===== config.mk =====
export PLATFORM = sky130hd
export DESIGN_NAME = spi_rdid_responder
export DESIGN_NICKNAME = d
export VERILOG_FILES = /design/src/rtl/spi_rdid_responder.sv
export SDC_FILE = /design/constraint.sdc
export NUM_CORES = 1
export LEC_CHECK = 0
export BUFFER_PORTS_ARGS = -buffer_cell sky130_fd_sc_hd__buf_4
export CORE_ASPECT_RATIO = 1.25
export CORE_MARGIN = 5
export CORE_UTILIZATION = 51
export DETAILED_ROUTE_END_ITERATION = 6
export PLACE_DENSITY = 0.74
export SETUP_SLACK_MARGIN = 0.3
export SYNTH_ARGS = -nofsm -noshare
export SYNTH_HDL_FRONTEND = slang
export SYNTH_SLANG_ARGS = --single-unit

===== constraint.sdc =====
create_clock -name CCLK -period 1.8 [get_ports CCLK]
set_input_delay 0.18 -clock CCLK [delete_from_list [all_inputs] [get_ports CCLK]]
set_output_delay 0.18 -clock CCLK [all_outputs]
set_load 0.005 [all_outputs]

===== src/rtl/spi_rdid_responder.sv =====
// spi_rdid_responder: SPI flash-side responder for the RDID (JEDEC ID) command.
// Oversamples SPICLK / chip_select / SPIMOSI on CCLK, decodes the first byte
// of each transaction and, on RDID_CMD, streams {MAN_ID, MEM_TYPE, MEM_CAP}
// MSB first (SPI mode 0), repeating for as long as the master keeps clocking.
// Optional build macro: MISO_HIGHZ_EN -- when defined, SPIMISO floats (1'bz)
// whenever the responder is deselected/idle so MISO can be shared.
module spi_rdid_responder #(
  parameter logic [7:0] MAN_ID      = 8'h20,
  parameter logic [7:0] MEM_TYPE    = 8'h20,
  parameter logic [7:0] MEM_CAP     = 8'h15,
  parameter logic [7:0] RDID_CMD    = 8'h9F,
  parameter int         SYNC_STAGES = 2,
  parameter int         COUNT_W     = 8
) (
  input  logic               CCLK,
  input  logic               reset,
  input  logic               SPICLK,
  input  logic               chip_select,
  input  logic               SPIMOSI,
  output logic               SPIMISO,
  output logic               busy,
  output logic               cmd_valid,
  output logic [7:0]         cmd_byte,
  output logic               rdid_done,
  output logic [COUNT_W-1:0] rdid_count
);

  localparam logic [23:0] ID_WORD = {MAN_ID, MEM_TYPE, MEM_CAP};

  typedef enum logic [1:0] {IDLE, CMD, RESP, IGNORE} state_t;

  state_t state_reg, state_next;

  // Synchronizer chains; valid_sr tracks when each stage holds a real pin sample
  logic [SYNC_STAGES-1:0] sclk_sr_reg, sclk_sr_next;
  logic [SYNC_STAGES-1:0] cs_sr_reg, cs_sr_next;
  logic [SYNC_STAGES-1:0] mosi_sr_reg, mosi_sr_next;
  logic [SYNC_STAGES-1:0] valid_sr_reg, valid_sr_next;

  logic sclk_sync, cs_sync, mosi_sync, sync_ok;
  logic sclk_prev_reg;
  logic sclk_rise, sclk_fall;
  logic armed_reg;

  logic [6:0]         shift_reg;
  logic [7:0]         cmd_capture;
  logic [4:0]         bit_cnt_reg;
  logic               miso_reg;
  logic               busy_reg;
  logic               cmd_valid_reg;
  logic [7:0]         cmd_byte_reg;
  logic               rdid_done_reg;
  logic [COUNT_W-1:0] rdid_count_reg;

  genvar gi;
  generate
    for (gi = 0; gi < SYNC_STAGES; gi++) begin : g_sync
      if (gi == 0) begin : g_first
        assign sclk_sr_next[gi]  = SPICLK;
        assign cs_sr_next[gi]    = chip_select;
        assign mosi_sr_next[gi]  = SPIMOSI;
        assign valid_sr_next[gi] = 1'b1;
      end else begin : g_rest
        assign sclk_sr_next[gi]  = sclk_sr_reg[gi-1];
        assign cs_sr_next[gi]    = cs_sr_reg[gi-1];
        assign mosi_sr_next[gi]  = mosi_sr_reg[gi-1];
        assign valid_sr_next[gi] = valid_sr_reg[gi-1];
      end
    end
  endgenerate

  assign sclk_sync   = sclk_sr_reg[SYNC_STAGES-1];
  assign cs_sync     = cs_sr_reg[SYNC_STAGES-1];
  assign mosi_sync   = mosi_sr_reg[SYNC_STAGES-1];
  assign sync_ok     = valid_sr_reg[SYNC_STAGES-1];
  assign sclk_rise   = sclk_sync & ~sclk_prev_reg;
  assign sclk_fall   = ~sclk_sync & sclk_prev_reg;
  assign cmd_capture = {shift_reg, mosi_sync};

  // Synchronizer shift, SPICLK edge history and the select arming flag.
  // armed_reg only sets once a genuine (post-reset) high select is seen, so a
  // reset in the middle of a transaction ignores the rest of that transaction.
  always_ff @(posedge CCLK) begin
    if (reset) begin
      sclk_sr_reg   <= '0;
      cs_sr_reg     <= '1;
      mosi_sr_reg   <= '0;
      valid_sr_reg  <= '0;
      sclk_prev_reg <= 1'b0;
      armed_reg     <= 1'b0;
    end else begin
      sclk_sr_reg   <= sclk_sr_next;
      cs_sr_reg     <= cs_sr_next;
      mosi_sr_reg   <= mosi_sr_next;
      valid_sr_reg  <= valid_sr_next;
      sclk_prev_reg <= sclk_sync;
      armed_reg     <= armed_reg | (sync_ok & cs_sync);
    end
  end

  // FSM state register
  always_ff @(posedge CCLK) begin
    if (reset) begin
      state_reg <= IDLE;
    end else begin
      state_reg <= state_next;
    end
  end

  // FSM next-state: deselect always wins over a coincident SPICLK edge
  always_comb begin
    state_next = state_reg;
    case (state_reg)
      IDLE: begin
        if (armed_reg && !cs_sync) begin
          state_next = CMD;
        end
      end
      CMD: begin
        if (cs_sync) begin
          state_next = IDLE;
        end else if (sclk_rise && bit_cnt_reg == 5'd7) begin
          state_next = (cmd_capture == RDID_CMD) ? RESP : IGNORE;
        end
      end
      RESP, IGNORE: begin
        if (cs_sync) begin
          state_next = IDLE;
        end
      end
      default: state_next = IDLE;
    endcase
  end

  // Datapath: command shift-in, ID shift-out, pulses and transaction counter
  always_ff @(posedge CCLK) begin
    if (reset) begin
      shift_reg      <= '0;
      bit_cnt_reg    <= '0;
      miso_reg       <= 1'b0;
      busy_reg       <= 1'b0;
      cmd_valid_reg  <= 1'b0;
      cmd_byte_reg   <= 8'h00;
      rdid_done_reg  <= 1'b0;
      rdid_count_reg <= '0;
    end else begin
      cmd_valid_reg <= 1'b0;
      rdid_done_reg <= 1'b0;
      busy_reg      <= ~cs_sync;
      case (state_reg)
        IDLE: begin
          bit_cnt_reg <= '0;
          miso_reg    <= 1'b0;
        end
        CMD: begin
          if (cs_sync) begin
            bit_cnt_reg <= '0;
            miso_reg    <= 1'b0;
          end else if (sclk_rise) begin
            shift_reg <= cmd_capture[6:0];
            if (bit_cnt_reg == 5'd7) begin
              cmd_byte_reg  <= cmd_capture;
              cmd_valid_reg <= 1'b1;
              bit_cnt_reg   <= '0;
            end else begin
              bit_cnt_reg <= bit_cnt_reg + 5'd1;
            end
          end
        end
        RESP: begin
          if (cs_sync) begin
            bit_cnt_reg <= '0;
            miso_reg    <= 1'b0;
          end else if (sclk_fall) begin
            miso_reg <= ID_WORD[5'd23 - bit_cnt_reg];
          end else if (sclk_rise) begin
            if (bit_cnt_reg == 5'd23) begin
              bit_cnt_reg   <= '0;
              rdid_done_reg <= 1'b1;
              if (rdid_count_reg != {COUNT_W{1'b1}}) begin
                rdid_count_reg <= rdid_count_reg + 1'b1;
              end
            end else begin
              bit_cnt_reg <= bit_cnt_reg + 5'd1;
            end
          end
        end
        IGNORE: begin
          miso_reg <= 1'b0;
          if (cs_sync) begin
            bit_cnt_reg <= '0;
          end
        end
        default: begin
          bit_cnt_reg <= '0;
          miso_reg    <= 1'b0;
        end
      endcase
    end
  end

  // Output decode; MISO optionally floats while idle/deselected
  always_comb begin
`ifdef MISO_HIGHZ_EN
    SPIMISO = (state_reg == IDLE) ? 1'bz : miso_reg;
`else
    SPIMISO = miso_reg;
`endif
    busy       = busy_reg;
    cmd_valid  = cmd_valid_reg;
    cmd_byte   = cmd_byte_reg;
    rdid_done  = rdid_done_reg;
    rdid_count = rdid_count_reg;
  end

endmodule


==> flow_metrics.env, run 1 <==
export IMPL_finalHoldViolCount=0
export IMPL_netlist_area_leader_share_pct=43.92
export IMPL_critPathBufInv=1
export IMPL_skew_ns=0.009833
export IMPL_synth_area_leaders="dfxtp_1, ha_1, a21oi_1, nand3_1, mux2i_1"
export IMPL_yosysTopAreaCell="dfxtp_1"
export IMPL_cts_inserted_buffers=5
export IMPL_htree_levels=2
export IMPL_cap_violations=0
export IMPL_path_delay_family="simple AND/OR/NAND/NOR gates"
export IMPL_report_final_slew_viol_count=0
export IMPL_ir_drop_mv=0.4217
export IMPL_nNetsFinal=276
export IMPL_grt_pass1_wl_um=7852
export IMPL_crit_required_ns=2.01
export IMPL_drt_pass1_iterations=4
export IMPL_status="finished clean"
export IMPL_die_y_um=80.12
export IMPL_hold_class="in2reg"
export IMPL_rows=25
export IMPL_clk_pin_slew_ns=0.08
export IMPL_power_leakage_nw=0.9487
export IMPL_rrSetupSlack_ns=0.20
export IMPL_cpPeakStageDelay_ns=0.46
export IMPL_cts_sinks=44
export IMPL_routed_wl_um=4495
export IMPL_cts_buffer_depth=2
export IMPL_relSlewSlack_pct=70.63
export IMPL_ys_warn_count=0
export IMPL_ys_seq_area_share_pct=43.92
export IMPL_die_area_um2=5295
export IMPL_crit_fanout=6
export IMPL_r2r_end="bit_cnt_reg[4]"
export IMPL_vias_per_cell=5.506
export IMPL_core_area_um2=3785
export IMPL_critPathArrivalTime_ns=1.82
export IMPL_min_period_ns=1.602
export IMPL_crit_cells=6
export IMPL_grt_overflow_total=0
export IMPL_drtAntennaViolNets=0
export IMPL_antenna_found_initial=0
export IMPL_end_kind="register"
export IMPL_dr_total_vias=1740
export IMPL_crit_path_end="bit_cnt_reg[4]"
export IMPL_drt_wirelength_per_cell_um=14.22
export IMPL_start_kind="register"
export IMPL_r2r_start="state_reg[1]"
export IMPL_gp_congestion=0.8002
export IMPL_finalNonFillerCells=316
export IMPL_period_share_pct=89.00
export IMPL_power_density_nw_per_um2=665.7
export IMPL_r2r_cells=6
export IMPL_critPathKind="reg2reg"
export IMPL_tightest_slew_ns=0.4405
export IMPL_syn_to_final_growth_pct=31.94
export IMPL_grt_max_degree=43
export IMPL_yosys_cell_types_count=43
export IMPL_drc_errors=0
export IMPL_portBuffers=24
export IMPL_setup_viol=0
export IMPL_fmax_mhz=624.2
export IMPL_drive_gt1_share_pct=35.50
export IMPL_layout_common_cells="buf_4, dfxtp_1, a21oi_1, nand3_1"
export IMPL_start_util_pct=52.99
export IMPL_syn_instance_count=219
export IMPL_slowest_stage="or4_1"
export IMPL_critPathLaunch="state_reg[1]"
export IMPL_hpwl_um=2845
export IMPL_synth_avg_cell_area_um2=9.158
export IMPL_cp_cell_sequence="inv_4 > ha_4 > nor2_4 > nor3_4 > or4_1 > a211oi_1"
export IMPL_die_x_um=66.09
export IMPL_dp_cells=292
export IMPL_rsz0062_at_grt="yes"
export IMPL_tns_ns=0
export IMPL_mostFrequentLayoutCell="buf_4"
export IMPL_synth_area_um2=2006
export IMPL_grt_pass1_vias=1707
export IMPL_synth_fp_nets=233
export IMPL_clk_latency_ns=0.30
export IMPL_ioPinCount=25
export IMPL_grtUsageTotal_pct=18.90
export IMPL_drt_iter0_drc=106
export IMPL_ys_seq_elements=44
export IMPL_cts_root_buffer="clkbuf_8"
export IMPL_antennaDiodeCount=0
export IMPL_cts_tree="yes"
==> layout make-up <==
cell class / instances / area, µm²
tap: 54 / 67.56
fill: 303 / 1139
inverter: 8 / 37.54
clock inverter: 2 / 11.26
multi-input combinational: 156 / 1194
timing repair buffer: 47 / 364.1
clock buffer: 5 / 68.82
sequential: 44 / 903.4
==> cells by family after synthesis <==
logic type	synth area share [%]
multiplexers	3.993
AND/OR/NAND/NOR	26.14
flip-flops	43.92
adder cells (fa/ha/maj)	5.615
buffers and inverters	4.304
AO/OA/AOI/OAI	16.03
==> worst min path at each step <==
stage	start	to	slack, ns	cells after the start
finish	chip_select	cs_sr_reg[0]	0.07	2
global route	chip_select	cs_sr_reg[0]	0.06	2
CTS	chip_select	cs_sr_reg[0]	0.06	2
floorplan	reset	valid_sr_reg[0]	0.27	1
global placement	chip_select	cs_sr_reg[0]	0.37	2
detailed placement	chip_select	cs_sr_reg[0]	0.37	2
==> Yosys cell counts, drive strengths merged <==
cell type   n
or3b        1
o21ba       1
nor2       15
clkbuf      5
or4         7
or3         2
nor4        2
o311ai      1
buf         6
a22oi       1
o21bai      1
o41ai       4
a21oi      20
ha          9
mux2i       8
a31oi       1
o311a       1
nand4bb     1
or2         2
and2b       1
or4bb       1
a211oi      3
nand4       3
nor4bb      2
and4        1
a32o        1
nand2      15
inv         8
nor2b       8
a2bb2oi     2
nor3        6
o2bb2ai     1
o31ai       5
and3        1
nand3      17
dfxtp      44
nand2b      5
o21ai       7
==> per-stage QoR <==
stage	util [%]	instance area [µm²]	worst slack, ns	power, mW	hold slack, ns
after floorplan	-	2088	0.2736	1.102	0.2691
after global placement	61.62	2332	0.1084	1.135	0.3656
after detailed placement	61.62	2332	0.07942	1.135	0.3676
after CTS	68.56	2595	0.1901	1.756	0.06211
after global routing	69.92	2646	0.1319	1.845	0.05831
final	69.92	2646	0.1980	1.762	0.06647
==> power by group <==
part	switching [mW]	leakage [nW]	internal, mW
Combinational	0.0791	0.542	0.0860
Clock	0.335	0.0443	0.264
Sequential	0.0149	0.362	0.983
Total	0.429	0.949	1.33
==> timing repair <==
action                     4_1_cts  5_1_grt
hold buffers                     0        0
pin swaps                       10        3
setup endpoints to repair       29       30
resized for setup               24        7
setup buffers                   13        3
gates cloned                     0        1
==> layer usage <==
metal  track usage [%]  up-vias  part of all wire [%]
met3             4.755        3                   2.9
met1             23.80      828                    46
met5                 0        -                     0
li1                  -      882                     -
met2             31.88       27                    51
met4             4.878        0                  0.80
Note: power is estimated with default switching activity, not from simulation.
==> run 2: changes to the inputs <==
==> constraint.sdc (replaced) <==
create_clock -name CCLK -period 1.45 [get_ports CCLK]
set_input_delay 0.145 -clock CCLK [delete_from_list [all_inputs] [get_ports CCLK]]
set_output_delay 0.145 -clock CCLK [all_outputs]
set_load 0.005 [all_outputs]
==> run 2 against run 1 <==
Compared with the run above: core utilization up 17 points; worst hold slack got worse by 0.035 ns; flip-flop and latch count unchanged; critical path type unchanged; the run now ends with negative setup slack left; via count grew 21%; sequential share of layout area fell by 6.6 points; clock power up 26%; cell area grew 25%; routed wire length is 45% higher.
==> flow_metrics.env, run 2 (synthesized netlist as in run 1, its figures left out) <==
export IMPL_hold_class="in2reg"
export IMPL_mostFrequentLayoutCell="buf_4"
export IMPL_cts_tree="yes"
export IMPL_grt_pass1_wl_um=9114
export IMPL_antenna_found_initial=0
export IMPL_cpPeakStageDelay_ns=0.48
export IMPL_rows=25
export IMPL_fmax_mhz=628.0
export IMPL_drt_wirelength_per_cell_um=17.80
export IMPL_power_leakage_nw=1.276
export IMPL_skew_ns=0.004615
export IMPL_period_share_pct=109.8
export IMPL_report_final_slew_viol_count=0
export IMPL_die_x_um=66.09
export IMPL_dr_total_vias=2113
export IMPL_dp_cells=334
export IMPL_grt_pass1_vias=1989
export IMPL_drt_iter0_drc=198
export IMPL_cap_violations=0
export IMPL_syn_to_final_growth_pct=64.88
export IMPL_drive_gt1_share_pct=54.63
export IMPL_hpwl_um=3487
export IMPL_routed_wl_um=6531
export IMPL_start_util_pct=52.99
export IMPL_grt_overflow_total=0
export IMPL_drtAntennaViolNets=0
export IMPL_nNetsFinal=326
export IMPL_cts_root_buffer="clkbuf_8"
export IMPL_antennaDiodeCount=0
export IMPL_ir_drop_mv=0.5920
export IMPL_vias_per_cell=5.757
export IMPL_layout_common_cells="buf_4, dfxtp_1, a21oi_1, nor2_1, buf_6"
export IMPL_worst_slack_ns=-0.1423
export IMPL_fillers=186
export IMPL_post_place_ws_ns=-0.1664
export IMPL_cts_buffer_depth=2
export IMPL_cp_cell_sequence="inv_4 > ha_4 > nor2_4 > nor3_4 > or4_4 > a211oi_2"
export IMPL_die_area_um2=5295
export IMPL_setup_viol=30
export IMPL_seq_area_um2=909.6
export IMPL_portBuffers=24
export IMPL_multi_input_area_um2=1389
export IMPL_drt_pass1_iterations=4
export IMPL_start_kind="register"
export IMPL_critPathArrivalTime_ns=1.81
export IMPL_die_y_um=80.12
export IMPL_grtUsageTotal_pct=22.27
export IMPL_crit_fanout=5
export IMPL_relSlewSlack_pct=68.67
export IMPL_clk_pin_slew_ns=0.08
export IMPL_tightest_slew_ns=0.4699
export IMPL_critPathKind="reg2reg"
export IMPL_htree_levels=2
export IMPL_path_delay_family="simple AND/OR/NAND/NOR gates"
export IMPL_finalHoldViolCount=0
export IMPL_power_density_nw_per_um2=678.4
export IMPL_violations="negative setup slack"
export IMPL_drc_errors=0
export IMPL_rsz0062_at_grt="yes"
export IMPL_min_period_ns=1.592
export IMPL_gp_congestion=0.8651
export IMPL_ioPinCount=25
export IMPL_finalNonFillerCells=367
export IMPL_grt_max_degree=43
export IMPL_critPathBufInv=1
export IMPL_cts_inserted_buffers=5
export IMPL_p_total_mw=2.243
export IMPL_crit_required_ns=1.67
export IMPL_status="complete, but fails checks"
export IMPL_cts_sinks=44
export IMPL_clk_latency_ns=0.30
export IMPL_core_area_um2=3785
export IMPL_end_kind="register"
export IMPL_slowest_stage="or4_4"
-- run 2: power breakdown --
part / switching, mW / internal, mW / total, mW
clock: 0.408 / 0.344 / 0.752
sequential: 0.0159 / 1.22 / 1.23
combinational: 0.130 / 0.127 / 0.257
total: 0.554 / 1.69 / 2.24
-- run 2: repair_timing --
action / 4_1_cts / 5_1_grt
hold buffers: 0 / 0
gates resized for setup: 21 / 34
pin swaps: 14 / 14
cloned: 1 / 3
endpoints found under the setup margin: 32 / 34
buffers inserted: 11 / 10
-- run 2: layer usage --
metal / vias up / share of wire, % / global-route usage [%] / routed length (µm)
li1: 988 / - / - / -
met1: 1035 / 40 / 25.39 / 2619
met2: 72 / 52 / 40.81 / 3370
met3: 18 / 4.5 / 3.497 / 291
met4: 0 / 3.8 / 8.333 / 250
met5: - / 0 / 0 / 0
-- run 2: area by class of cell --
type / count / area share, %
inverter: 8 / 1.135
clock buffer: 7 / 2.308
timing repair buffer: 95 / 24.74
tap: 54 / 2.043
sequential: 44 / 27.51
multi-input combinational: 158 / 42.00
clock inverter: 1 / 0.2649
-- run 2: final timing paths --
kind | from | endpoint | slack [ns] | depth (start not counted)
min reg2reg | cs_sr_reg[0] | cs_sr_reg[1] | 0.42 | 1
min | chip_select | cs_sr_reg[0] | 0.03 | 2
max | state_reg[0] | bit_cnt_reg[4] | -0.14 | 6
max reg2reg | state_reg[0] | bit_cnt_reg[4] | -0.14 | 6
-- run 2: worst reg2reg max path: stages, from the launching register on --
cell	delay (ns)
dfxtp_4	0.39
inv_4	0.05
ha_4	0.19
nor2_4	0.17
nor3_4	0.06
or4_4	0.48
a211oi_2	0.17
-- run 2: through the flow --
stage | TNS [ns] | utilization (%) | area [µm²] | hold WS, ns
3_5_place_dp | -1.313 | 72.83 | 2756 | 0.3394
2_1_floorplan | -0.1888 | - | 2191 | 0.2341
6_report | -2.407 | 87.37 | 3307 | 0.03189
4_1_cts | -1.137 | 79.44 | 3007 | 0.02914
3_3_place_gp | -0.7791 | 72.83 | 2756 | 0.3321
5_1_grt | -4.404 | 87.37 | 3307 | 0.03150
